**config.mk**
```make
export PLATFORM = sky130hd
export DESIGN_NAME = oled_cmd_sequencer
export DESIGN_NICKNAME = d
export VERILOG_FILES = /design/src/rtl/oled_cmd_sequencer.sv
export SDC_FILE = /design/constraint.sdc
export NUM_CORES = 1
export LEC_CHECK = 0
export ABC_AREA = 1
export BUFFER_PORTS_ARGS = -buffer_cell sky130_fd_sc_hd__buf_4
export CORE_AREA = 2 2 61 63
export DETAILED_ROUTE_END_ITERATION = 8
export DIE_AREA = 0 0 63 65
export MAX_ROUTING_LAYER = met4
export PLACE_DENSITY = 0.56
export RECOVER_POWER = 50
export SLEW_MARGIN = 20
export SYNTH_ARGS = -nofsm -noshare
export SYNTH_HDL_FRONTEND = slang
export SYNTH_SLANG_ARGS = --single-unit
```
**constraint.sdc**
```tcl
create_clock -name i_Clk -period 1.3 [get_ports i_Clk]
set_clock_uncertainty 0.05 [all_clocks]
set_input_delay 0.13 -clock i_Clk [delete_from_list [all_inputs] [get_ports i_Clk]]
set_output_delay 0.13 -clock i_Clk [all_outputs]
set_load 0.005 [all_outputs]
```
**src/rtl/oled_cmd_sequencer.sv**
```systemverilog
// oled_cmd_sequencer: streams NUM_CMDS {D/C, byte} entries from a synchronous
// ROM into the SPI_Master byte interface. The sequencer holds chip-select low
// for the whole table and inserts GAP_CYCLES idle clocks between bytes.
// Optional build macro OLED_HW_RESET_EN: pulse the panel reset low for
// RESET_CYCLES, then wait RESET_CYCLES more, before the first byte.
module oled_cmd_sequencer #(
    parameter int NUM_CMDS     = 8,
    parameter int GAP_CYCLES   = 25,
    parameter int RESET_CYCLES = 250000,
    parameter int AW           = $clog2(NUM_CMDS)
) (
    input  logic          i_Clk,
    input  logic          i_Rst,
    input  logic          i_Start,
    output logic          o_Busy,
    output logic          o_Done,
    output logic [AW-1:0] o_Rom_Addr,
    input  logic [8:0]    i_Rom_Data,
    output logic [7:0]    o_TX_Byte,
    output logic          o_TX_DV,
    input  logic          i_TX_Ready,
    output logic          o_SPI_CS_n,
    output logic          o_OLED_DC,
    output logic          o_OLED_Res_n
);

    typedef enum logic [3:0] {
        IDLE, RST_LOW, RST_WAIT, FETCH, LOAD, SEND, SETTLE, WAIT_RDY, GAP, DONE
    } state_t;

    // The gap counter keeps at least one bit so GAP_CYCLES=0 still elaborates.
    localparam int            GW       = (GAP_CYCLES > 0) ? $clog2(GAP_CYCLES + 1) : 1;
    localparam logic [AW-1:0] LAST_IDX = AW'(NUM_CMDS - 1);
    localparam logic [GW-1:0] GAP_LAST = GW'(GAP_CYCLES - 1);

    state_t        r_state;
    state_t        w_next;
    logic [AW-1:0] r_index;
    logic [GW-1:0] r_gap_cnt;
    logic [7:0]    r_tx_byte;
    logic          r_dc;
    logic          w_idx_clr;
    logic          w_idx_inc;

`ifdef OLED_HW_RESET_EN
    localparam int            RW       = $clog2(RESET_CYCLES + 1);
    localparam logic [RW-1:0] RST_LAST = RW'(RESET_CYCLES - 1);

    logic [RW-1:0] r_rst_cnt;

    // Panel reset timer: runs through RST_LOW, restarts at 0 for RST_WAIT.
    always_ff @(posedge i_Clk) begin
        if (i_Rst) begin
            r_rst_cnt <= '0;
        end else if ((r_state == RST_LOW || r_state == RST_WAIT) && r_rst_cnt != RST_LAST) begin
            r_rst_cnt <= r_rst_cnt + RW'(1);
        end else begin
            r_rst_cnt <= '0;
        end
    end

    assign o_OLED_Res_n = (r_state != RST_LOW);
`else
    // RESET_CYCLES only matters when the panel reset pulse is compiled in.
    logic w_unused_reset_cfg;
    assign w_unused_reset_cfg = (RESET_CYCLES > 0);
    assign o_OLED_Res_n       = 1'b1;
`endif

    // State register.
    always_ff @(posedge i_Clk) begin
        if (i_Rst) begin
            r_state <= IDLE;
        end else begin
            r_state <= w_next;
        end
    end

    // Next-state logic and index control.
    always_comb begin
        w_next    = r_state;
        w_idx_clr = 1'b0;
        w_idx_inc = 1'b0;
        case (r_state)
            IDLE: begin
                if (i_Start) begin
                    w_idx_clr = 1'b1;
`ifdef OLED_HW_RESET_EN
                    w_next    = RST_LOW;
`else
                    w_next    = FETCH;
`endif
                end
            end
`ifdef OLED_HW_RESET_EN
            RST_LOW:  if (r_rst_cnt == RST_LAST) w_next = RST_WAIT;
            RST_WAIT: if (r_rst_cnt == RST_LAST) w_next = FETCH;
`endif
            FETCH:    w_next = LOAD;
            LOAD:     w_next = SEND;
            SEND:     if (i_TX_Ready) w_next = SETTLE;
            SETTLE:   w_next = WAIT_RDY;
            WAIT_RDY: begin
                if (i_TX_Ready) begin
                    if (r_index == LAST_IDX) begin
                        w_next = DONE;
                    end else if (GAP_CYCLES == 0) begin
                        w_idx_inc = 1'b1;
                        w_next    = FETCH;
                    end else begin
                        w_next = GAP;
                    end
                end
            end
            GAP: begin
                if (r_gap_cnt == GAP_LAST) begin
                    w_idx_inc = 1'b1;
                    w_next    = FETCH;
                end
            end
            DONE:     w_next = IDLE;
            default:  w_next = IDLE;
        endcase
    end

    // Datapath: table index, gap timer and the byte/DC holding registers.
    always_ff @(posedge i_Clk) begin
        if (i_Rst) begin
            r_index   <= '0;
            r_gap_cnt <= '0;
            r_tx_byte <= '0;
            r_dc      <= 1'b0;
        end else begin
            if (w_idx_clr) begin
                r_index <= '0;
            end else if (w_idx_inc) begin
                r_index <= r_index + AW'(1);
            end
            if (r_state == GAP) begin
                r_gap_cnt <= r_gap_cnt + GW'(1);
            end else begin
                r_gap_cnt <= '0;
            end
            if (r_state == LOAD) begin
                r_tx_byte <= i_Rom_Data[7:0];
                r_dc      <= i_Rom_Data[8];
            end
        end
    end

    assign o_Busy     = (r_state != IDLE);
    assign o_Done     = (r_state == DONE);
    assign o_TX_DV    = (r_state == SEND) && i_TX_Ready;
    assign o_SPI_CS_n = !(r_state == FETCH || r_state == LOAD || r_state == SEND ||
                          r_state == SETTLE || r_state == WAIT_RDY || r_state == GAP);
    assign o_Rom_Addr = r_index;
    assign o_TX_Byte  = r_tx_byte;
    assign o_OLED_DC  = r_dc;

endmodule

```
# Word level (Yosys, flattened, before mapping)
# Cells that the tools add are included.
# W data, S select, Z words.
# totals
output_inout_bits,17
n_memories,0
ff_bits,21
latch_bits,0
word_cells,43
mem_bits_rw,0
romBits,0
# op_classes
n_mux,10
shifts,0
n_div,0
bitwise_logic,1
add_sub_neg,2
reduce_logical,12
n_lt_le_gt_ge,0
n_mul,0
n_eq_ne,13
# op_table
op,count
$pmux W4 S7,1
$eq A4 B3 Y1 const B,4
$mux W4,4
$eq A4 B4 Y1 const B,2
$ne A2 B2 Y1 const B,4
$add A5 B1 Y5 const B,1
$eq A5 B5 Y1 const B,1
$logic_or A1 B1 Y1,5
$mux W1,5
$eq A4 B2 Y1 const B,1
$logic_not A4 Y1,1
$reduce_and A4 Y1,1
$reduce_bool A4 Y1,1
$reduce_or A2 Y1,2
$add A3 B1 Y3 const B,1
$eq A3 B3 Y1 const B,1
$logic_and A1 B1 Y1,1
$logic_not A1 Y1,1
$not A1 Y1,1

# Depth between registers and ports, before layout
# Gate-level depths: netlist (run 1).
# depth
ltp_word,7
ltp_mapped,9
ltp_nobuf,9

# Worst setup path after synthesis (run 1)
# Ideal clock, no wire load.
# synth_timing
path_type,reg2reg
from,register r_gap_cnt[0]
to,register r_state[2]
synth_period_minus_slack_ps,1194
arrival_ps,1031
required_time_ps,1137
path_stages_with_launch,10
setup_slack_ps,106
cell_sequence,dfxtp_1 -> inv_1 -> ha_1 -> nand2_1 -> nor2_1 -> nor2_1 -> nor2_2 -> nand2_1 -> nand2_1 -> nor2_1
# synth_via
elab_chain_cells,3
# synth_rtl
element,line,text
from (decl),39,logic [GW-1:0] r_gap_cnt;
from (signal assigned),140,r_gap_cnt <= r_gap_cnt + GW'(1);
$eq A5 B5 Y1,116,if (r_gap_cnt == GAP_LAST) begin
$ne A2 B2 Y1 (no line),n/a,
$reduce_and A4 Y1 (no line),n/a,
to (signal assigned),75,r_state <= w_next;
to (decl),36,state_t r_state;
# Every way passes these cells.
# A chain may end at the register's enable or synchronous reset.

# Worst setup path in the final report (run 1)
# layout_timing
from,register r_state[2]
to,output port o_SPI_CS_n
# layout_via
elab_chain_cells,7
word_cells_on_any_way,12
# layout_rtl
element,line,text
$eq A4 B2 Y1 or $eq A4 B3 Y1 (tied branches),154,assign o_SPI_CS_n = !(r_state == FETCH || r_state == LOAD || r_state == SEND ||
$logic_or A1 B1 Y1 (3 in a row),154,
$logic_or A1 B1 Y1,155,r_state == SETTLE || r_state == WAIT_RDY || r_state == GAP);
$logic_or A1 B1 Y1 *,155,
$logic_not A1 Y1 *,154,
to (decl),22,"output logic o_SPI_CS_n,"
# Every way passes the cells marked *; elsewhere a longest branch is shown, timed or not.

==> out/summary.txt, run 1 <==
outcome -> complete, but fails checks
failing checks -> setup timing
leakage -> 0.6993 nW
CP Capture Type -> primary output
# setup viols final -> 14
Rows -> 22
Initial Utilization -> 28.13%
vias in the first global route -> 871
worst skew pair latency -> 0.31 ns
Routed WL -> 2435 µm
Port Buf Inserts -> 28
Chip Height -> 65 µm
Power Total -> 2.863 mW
r2r endpoint -> o_TX_Byte[3]$_SDFFE_PP0N_
CP startpoint kind -> flop
Mapped Avg Cell Area -> 6.975 µm²
core area -> 0.003496 mm²
Core Util, Final -> 44.63%
number of max-cap violations -> 0
synthesized area -> 983.4 µm²
fin crit share -> 116.8%
max-slew violation count -> 0
commonest non-fill, non-tap cell in the layout -> buf_4
FF-to-FF path depth -> 8
CTS tree -> done
ant diodes -> 0
post-route cell area -> 0.001560 mm²
CTS H-tree lvls -> 1
Req. time, crit path -> 1.12 ns
first-pass GRT wire length -> 3615 µm
cells along the critical path -> nor2_2, nand3_1, nand2_2, nor2_2, nand3_1, inv_1, buf_6
Seq cells post-synth -> 21
fmax -> 658.6 MHz
GRT Total Usage -> 11.42%
RSZ-0062 raised after global routing -> true
largest net degree at the start of global routing -> 14
via count -> 1,026
antenna violations before repair -> 0
CP Max Fanout -> 6
number of CTS-inserted buffers -> 3
drt via density -> 4.311
GRT Residual Overflow -> 0
hold endpoint -> r_state[1]$_SDFFE_PP0P_
CP Buf/Inv Count -> 2
die width -> 63 µm
Reg2Reg Launch Point -> r_state[0]$_SDFFE_PP0P_
WS Path Type -> flop to primary output
Sink Count -> 21
share of cells above drive strength 1 -> 45.26%
Crit. Startpoint -> r_state[2]$_SDFFE_PP0P_
Root Buffer -> clkbuf_4
Worst path max stage delay -> 0.38 ns
DRT antenna net count -> 0
sequential element share of the synthesized area -> 42.75%
Syn-to-layout area delta -> 58.65%
DRC Markers -> 0
Clock Path Buffers -> 2
post-DR wirelength/cell -> 10.23 µm
Final Hold Viols -> 0
area post-placement -> 0.001254 mm²
Max stage delay cell, worst path -> dfxtp_2
Worst Setup Slack, final -> -0.2183 ns
pre-CTS setup slack -> -0.009574 ns
First DRT Iteration DRCs -> 20
hpwl dp -> 1545 µm
Clk pin slew, worst setup/hold paths -> 0.12 ns
Mapped Nets -> 158
hold-critical path depth -> 4
Hold Path Class -> primary input to flop
Data arrival, critical path -> 1.34 ns
Unique masters post-synth -> 24
final net count -> 208
synth warn -> 0
R2R setup slack -> -0.04 ns
crit path time final -> 1.518 ns
most frequent cells in the layout -> buf_4 (27), nor2_1 (26), nand2_1 (17)
DIE AREA -> 0.004095 mm²
RD Place Congestion -> 0.8626
pwr dens -> 1835 mW/mm²
Max VDD drop -> 0.0007656 V
IO Count -> 30
stages on the worst setup path -> 7
CP delay by family, top -> simple AND/OR/NAND/NOR gates
DR pass1 iterations -> 4
Post-Syn Instances -> 141
Worst Hold Launch -> i_TX_Ready
==> cells by family (layout without fill, tap and decap cells) <==
family / count (synthesis) / in the layout / synth area share [%]
other: 1 / 1 / 0.3813
adder cells (fa/ha/maj): 4 / 4 / 5.089
flip-flops: 21 / 21 / 42.75
XOR/XNOR: 1 / 1 / 0.8907
buffers and inverters: 22 / 71 / 10.05
AND/OR/NAND/NOR: 74 / 74 / 31.55
AO/OA/AOI/OAI: 18 / 18 / 9.288
==> flip-flops by register name (all words and copies together) (netlist names) <==
register and cells:
r_state 4, o_Rom_Addr 3, o_OLED_DC 1, r_gap_cnt 5, o_TX_Byte 8
==> where the power goes <==
| group | total (mW) | internal (mW) | switching [mW] | leakage, nW |
|---|---|---|---|---|
| Sequential | 0.941 | 0.808 | 0.133 | 0.174 |
| Combinational | 1.59 | 0.783 | 0.810 | 0.511 |
| Clock | 0.329 | 0.118 | 0.212 | 0.0139 |
| Total | 2.86 | 1.71 | 1.15 | 0.699 |
==> worst max path at each step <==
stage	end	slack [ns]
2_1_floorplan	r_state[2]$_SDFFE_PP0P_	0.11
3_3_place_gp	r_state[1]$_SDFFE_PP0P_	0.01
3_5_place_dp	r_state[1]$_SDFFE_PP0P_	-0.01
4_1_cts	o_SPI_CS_n	-0.24
5_1_grt	o_SPI_CS_n	-0.33
6_report	o_SPI_CS_n	-0.22
==> per-stage QoR <==
stage	TNS (ns)	hold slack (ns)	std cells
floorplan	0	0.1491	141
global placement	0	0.2649	217
detailed placement	-0.009574	0.2653	217
CTS	-0.4960	0.02457	234
global route	-1.873	0.02319	238
finish	-0.7757	0.03196	238
==> area by class of cell <==
type	count	area, µm²
timing repair buffer	48	392.9
multi-input combinational	98	565.5
tap	48	60.06
sequential	21	432.9
clock inverter	1	7.507
clock buffer	3	22.52
inverter	19	78.83
fill	362	1936
==> synth_stat cells <==
| library cell | n | area (µm²) |
|---|---|---|
| a21oi_1 | 6 | 30.03 |
| nor4_1 | 2 | 12.51 |
| clkinv_1 | 1 | 3.750 |
| buf_6 | 1 | 11.26 |
| clkbuf_1 | 1 | 3.750 |
| nand2_1 | 28 | 105.1 |
| nor2_4 | 1 | 11.26 |
| clkinv_4 | 1 | 8.760 |
| ha_1 | 4 | 50.05 |
| o21ai_0 | 1 | 5.000 |
| nor3_1 | 1 | 5.000 |
| nand3_1 | 5 | 25.02 |
| inv_1 | 14 | 52.55 |
| inv_2 | 3 | 11.26 |
| buf_4 | 1 | 7.510 |
| nor2_1 | 32 | 120.1 |
| o22ai_1 | 1 | 6.260 |
| nand2_2 | 2 | 12.51 |
| nor2_2 | 1 | 6.260 |
| o21ai_1 | 10 | 50.05 |
| xor2_1 | 1 | 8.760 |
| conb_1 | 1 | 3.750 |
| or2_2 | 2 | 12.51 |
| dfxtp_1 | 21 | 420.4 |
==> worst min-delay path, delay by kind of cell <==
kind | cells | cell delay [ns]
compound gates | 1 | 0.05
buf+inv | 2 | 0.12
simple gates | 1 | 0.07
==> layer usage <==
metal | up-vias | wire, µm | track usage (%)
met5 | - | 0 | -
met2 | 27 | 1234 | 20.08
met4 | 0 | 6 | 1.667
met3 | 2 | 117 | 4.167
met1 | 462 | 1077 | 12.66
li1 | 535 | - | -
==> timing repair <==
action,in CTS,in global routing
buffers inserted,3,5
pin swaps,3,10
hold endpoints to repair,11,0
resized for setup,7,38
setup endpoints to repair,10,11
hold buffers,10,0
Power figures use the tool's default switching activity.
==> run 2, diff against run 1 <==
Settings changed: PLACE_DENSITY 0.56 to 0.54.
Clock period 1.3 ns to 1.53 ns, I/O delays scaled along.
==> out/summary.txt, run 2 (same netlist as run 1, synthesis figures left out) <==
outcome -> complete, but fails checks
failing checks -> setup timing
crit path time final -> 1.544 ns
RD Place Congestion -> 0.8798 (+2.0%)
commonest non-fill, non-tap cell in the layout -> nor2_1
post-route cell area -> 0.001339 mm² (-14%)
max reg flops -> 8 (unchanged)
fmax -> 647.6 MHz
DRC Markers -> 0 (unchanged)
FF-to-FF path depth -> 7 (-1)
die width -> 63 µm (unchanged)
number of max-cap violations -> 0 (unchanged)
GRT Residual Overflow -> 0 (unchanged)
Sink Count -> 21 (unchanged)
Routed WL -> 2173 µm (-11%)
Root Buffer -> clkbuf_4
fin crit share -> 100.9%
antenna violations before repair -> 0 (unchanged)
TNS Setup -> -0.01424 ns (+0.7615 ns)
vias in the first global route -> 913 (+4.8%)
number of CTS-inserted buffers -> 3 (unchanged)
pre-CTS setup slack -> 0.2263 ns (+0.2359 ns)
final net count -> 194 (-6.7%)
share of cells above drive strength 1 -> 32.95% (-12 points)
CTS tree -> done
Clock Path Buffers -> 2 (unchanged)
Syn-to-layout area delta -> 36.13%
via count -> 953 (-7.1%)
CP Max Fanout -> 5 (-1)
Chip Height -> 65 µm (unchanged)
hold-critical path depth -> 3 (-1)
ant diodes -> 0 (unchanged)
CTS H-tree lvls -> 1 (unchanged)
Hold Path Class -> primary input to flop
post-DR wirelength/cell -> 9.701 µm (-5.2%)
pwr dens -> 1592 mW/mm² (-13%)
WS Path Type -> flop to primary output
core area -> 0.003496 mm² (unchanged)
Initial Utilization -> 28.13% (unchanged)
IO Count -> 30 (unchanged)
CP startpoint kind -> flop
max-slew violation count -> 0 (unchanged)
GRT Total Usage -> 11.43% (+0.013 points)
Worst Setup Slack, final -> -0.01424 ns (+0.2041 ns)
Fill cells -> 373 (+3.0%)
DRT antenna net count -> 0 (unchanged)
DIE AREA -> 0.004095 mm² (unchanged)
# setup viols final -> 1 (-13)
DR pass1 iterations -> 4 (unchanged)
first-pass GRT wire length -> 3636 µm (+0.58%)
Rows -> 22 (unchanged)
RSZ-0062 raised after global routing -> true
Port Buf Inserts -> 28 (unchanged)
Data arrival, critical path -> 1.34 ns (about the same)
area post-placement -> 0.001239 mm² (-1.2%)
First DRT Iteration DRCs -> 18 (-10%)
Max VDD drop -> 0.0006018 V (-21%)
drt via density -> 4.254 (-1.3%)
leakage -> 0.6193 nW (-11%)
hpwl dp -> 1708 µm (+11%)
worst skew pair latency -> 0.30 ns (about the same)
CP Capture Type -> primary output
most frequent cells in the layout -> nor2_1 (28), nand2_1 (25), buf_4 (19)
largest net degree at the start of global routing -> 14 (unchanged)
Final Hold Viols -> 0 (unchanged)
Clk pin slew, worst setup/hold paths -> 0.11 ns (about the same)
Req. time, crit path -> 1.33 ns (+0.21 ns)
## run 2: cell types whose count changed in the layout (fill, tap and decap cells not counted), sizes merged
cell | before | now
clkinv | 2 | 1
dlygate4sd3 | 10 | 1
clkbuf | 12 | 17
inv | 17 | 18
clkinvlp | 1 | 0
buf | 29 | 20
## run 2: cell type report
type	instances	area, µm²	share of cell area, %
tap	48	60.06	4.486
multi-input combinational	98	491.7	36.73
sequential	21	430.4	32.15
clock buffer	4	26.28	1.963
inverter	19	71.32	5.327
timing repair buffer	34	259.0	19.35
## run 2: final timing paths
| kind | slack, ns | startpoint | to |
|---|---|---|---|
| setup reg to reg | 0.16 | r_state[0]$_SDFFE_PP0P_ | o_TX_Byte[7]$_SDFFE_PP0N_ |
| setup / recovery | -0.01 | r_state[1]$_SDFFE_PP0P_ | o_SPI_CS_n |
| hold / removal | 0.03 | i_Rom_Data[0] | o_TX_Byte[0]$_SDFFE_PP0N_ |
| hold reg to reg | 0.44 | r_gap_cnt[0]$_SDFF_PP0_ | r_gap_cnt[0]$_SDFF_PP0_ |
## run 2: where the power goes
group	internal, mW	switching, mW
clock	0.101	0.158
sequential	0.694	0.117
combinational	0.513	0.548
total	1.31	0.823
## run 2: per-layer routing
layer  GRT usage (%)  part of all wire [%]  vias up  wire [µm]
met1           12.70                    43      427        926
li1                -                     -      506          -
met5               -                     0        -          0
met4           5.000                     0        0          0
met2           20.21                    53       20       1154
met3           1.910                   4.2        0         92
## run 2: worst max-delay path, stage by stage (launching register included)
cell	delay [ns]
dfxtp_4	0.41
nand2_1	0.09
nor2_1	0.21
inv_1	0.09
nand3_1	0.07
inv_1	0.04
buf_4	0.12
## run 2: timing repair
| action | 4_1_cts | 5_1_grt |
|---|---|---|
| hold buffers | 1 | 0 |
| hold endpoints to repair | 2 | 0 |
| pin swaps | 1 | 3 |
| gates resized for setup | 5 | 12 |
| endpoints found under the setup margin | 1 | 2 |
| setup buffers | 2 | 2 |
## run 2: per-stage QoR
stage | std cells | power, mW | util (%) | hold slack [ns]
floorplan | 141 | 1.334 | - | 0.1721
global placement | 215 | 1.689 | 35.43 | 0.2936
detailed placement | 215 | 1.675 | 35.43 | 0.2924
CTS | 222 | 2.021 | 37.19 | 0.01672
global route | 224 | 2.324 | 38.30 | 0.009430
finish | 224 | 2.131 | 38.30 | 0.02867
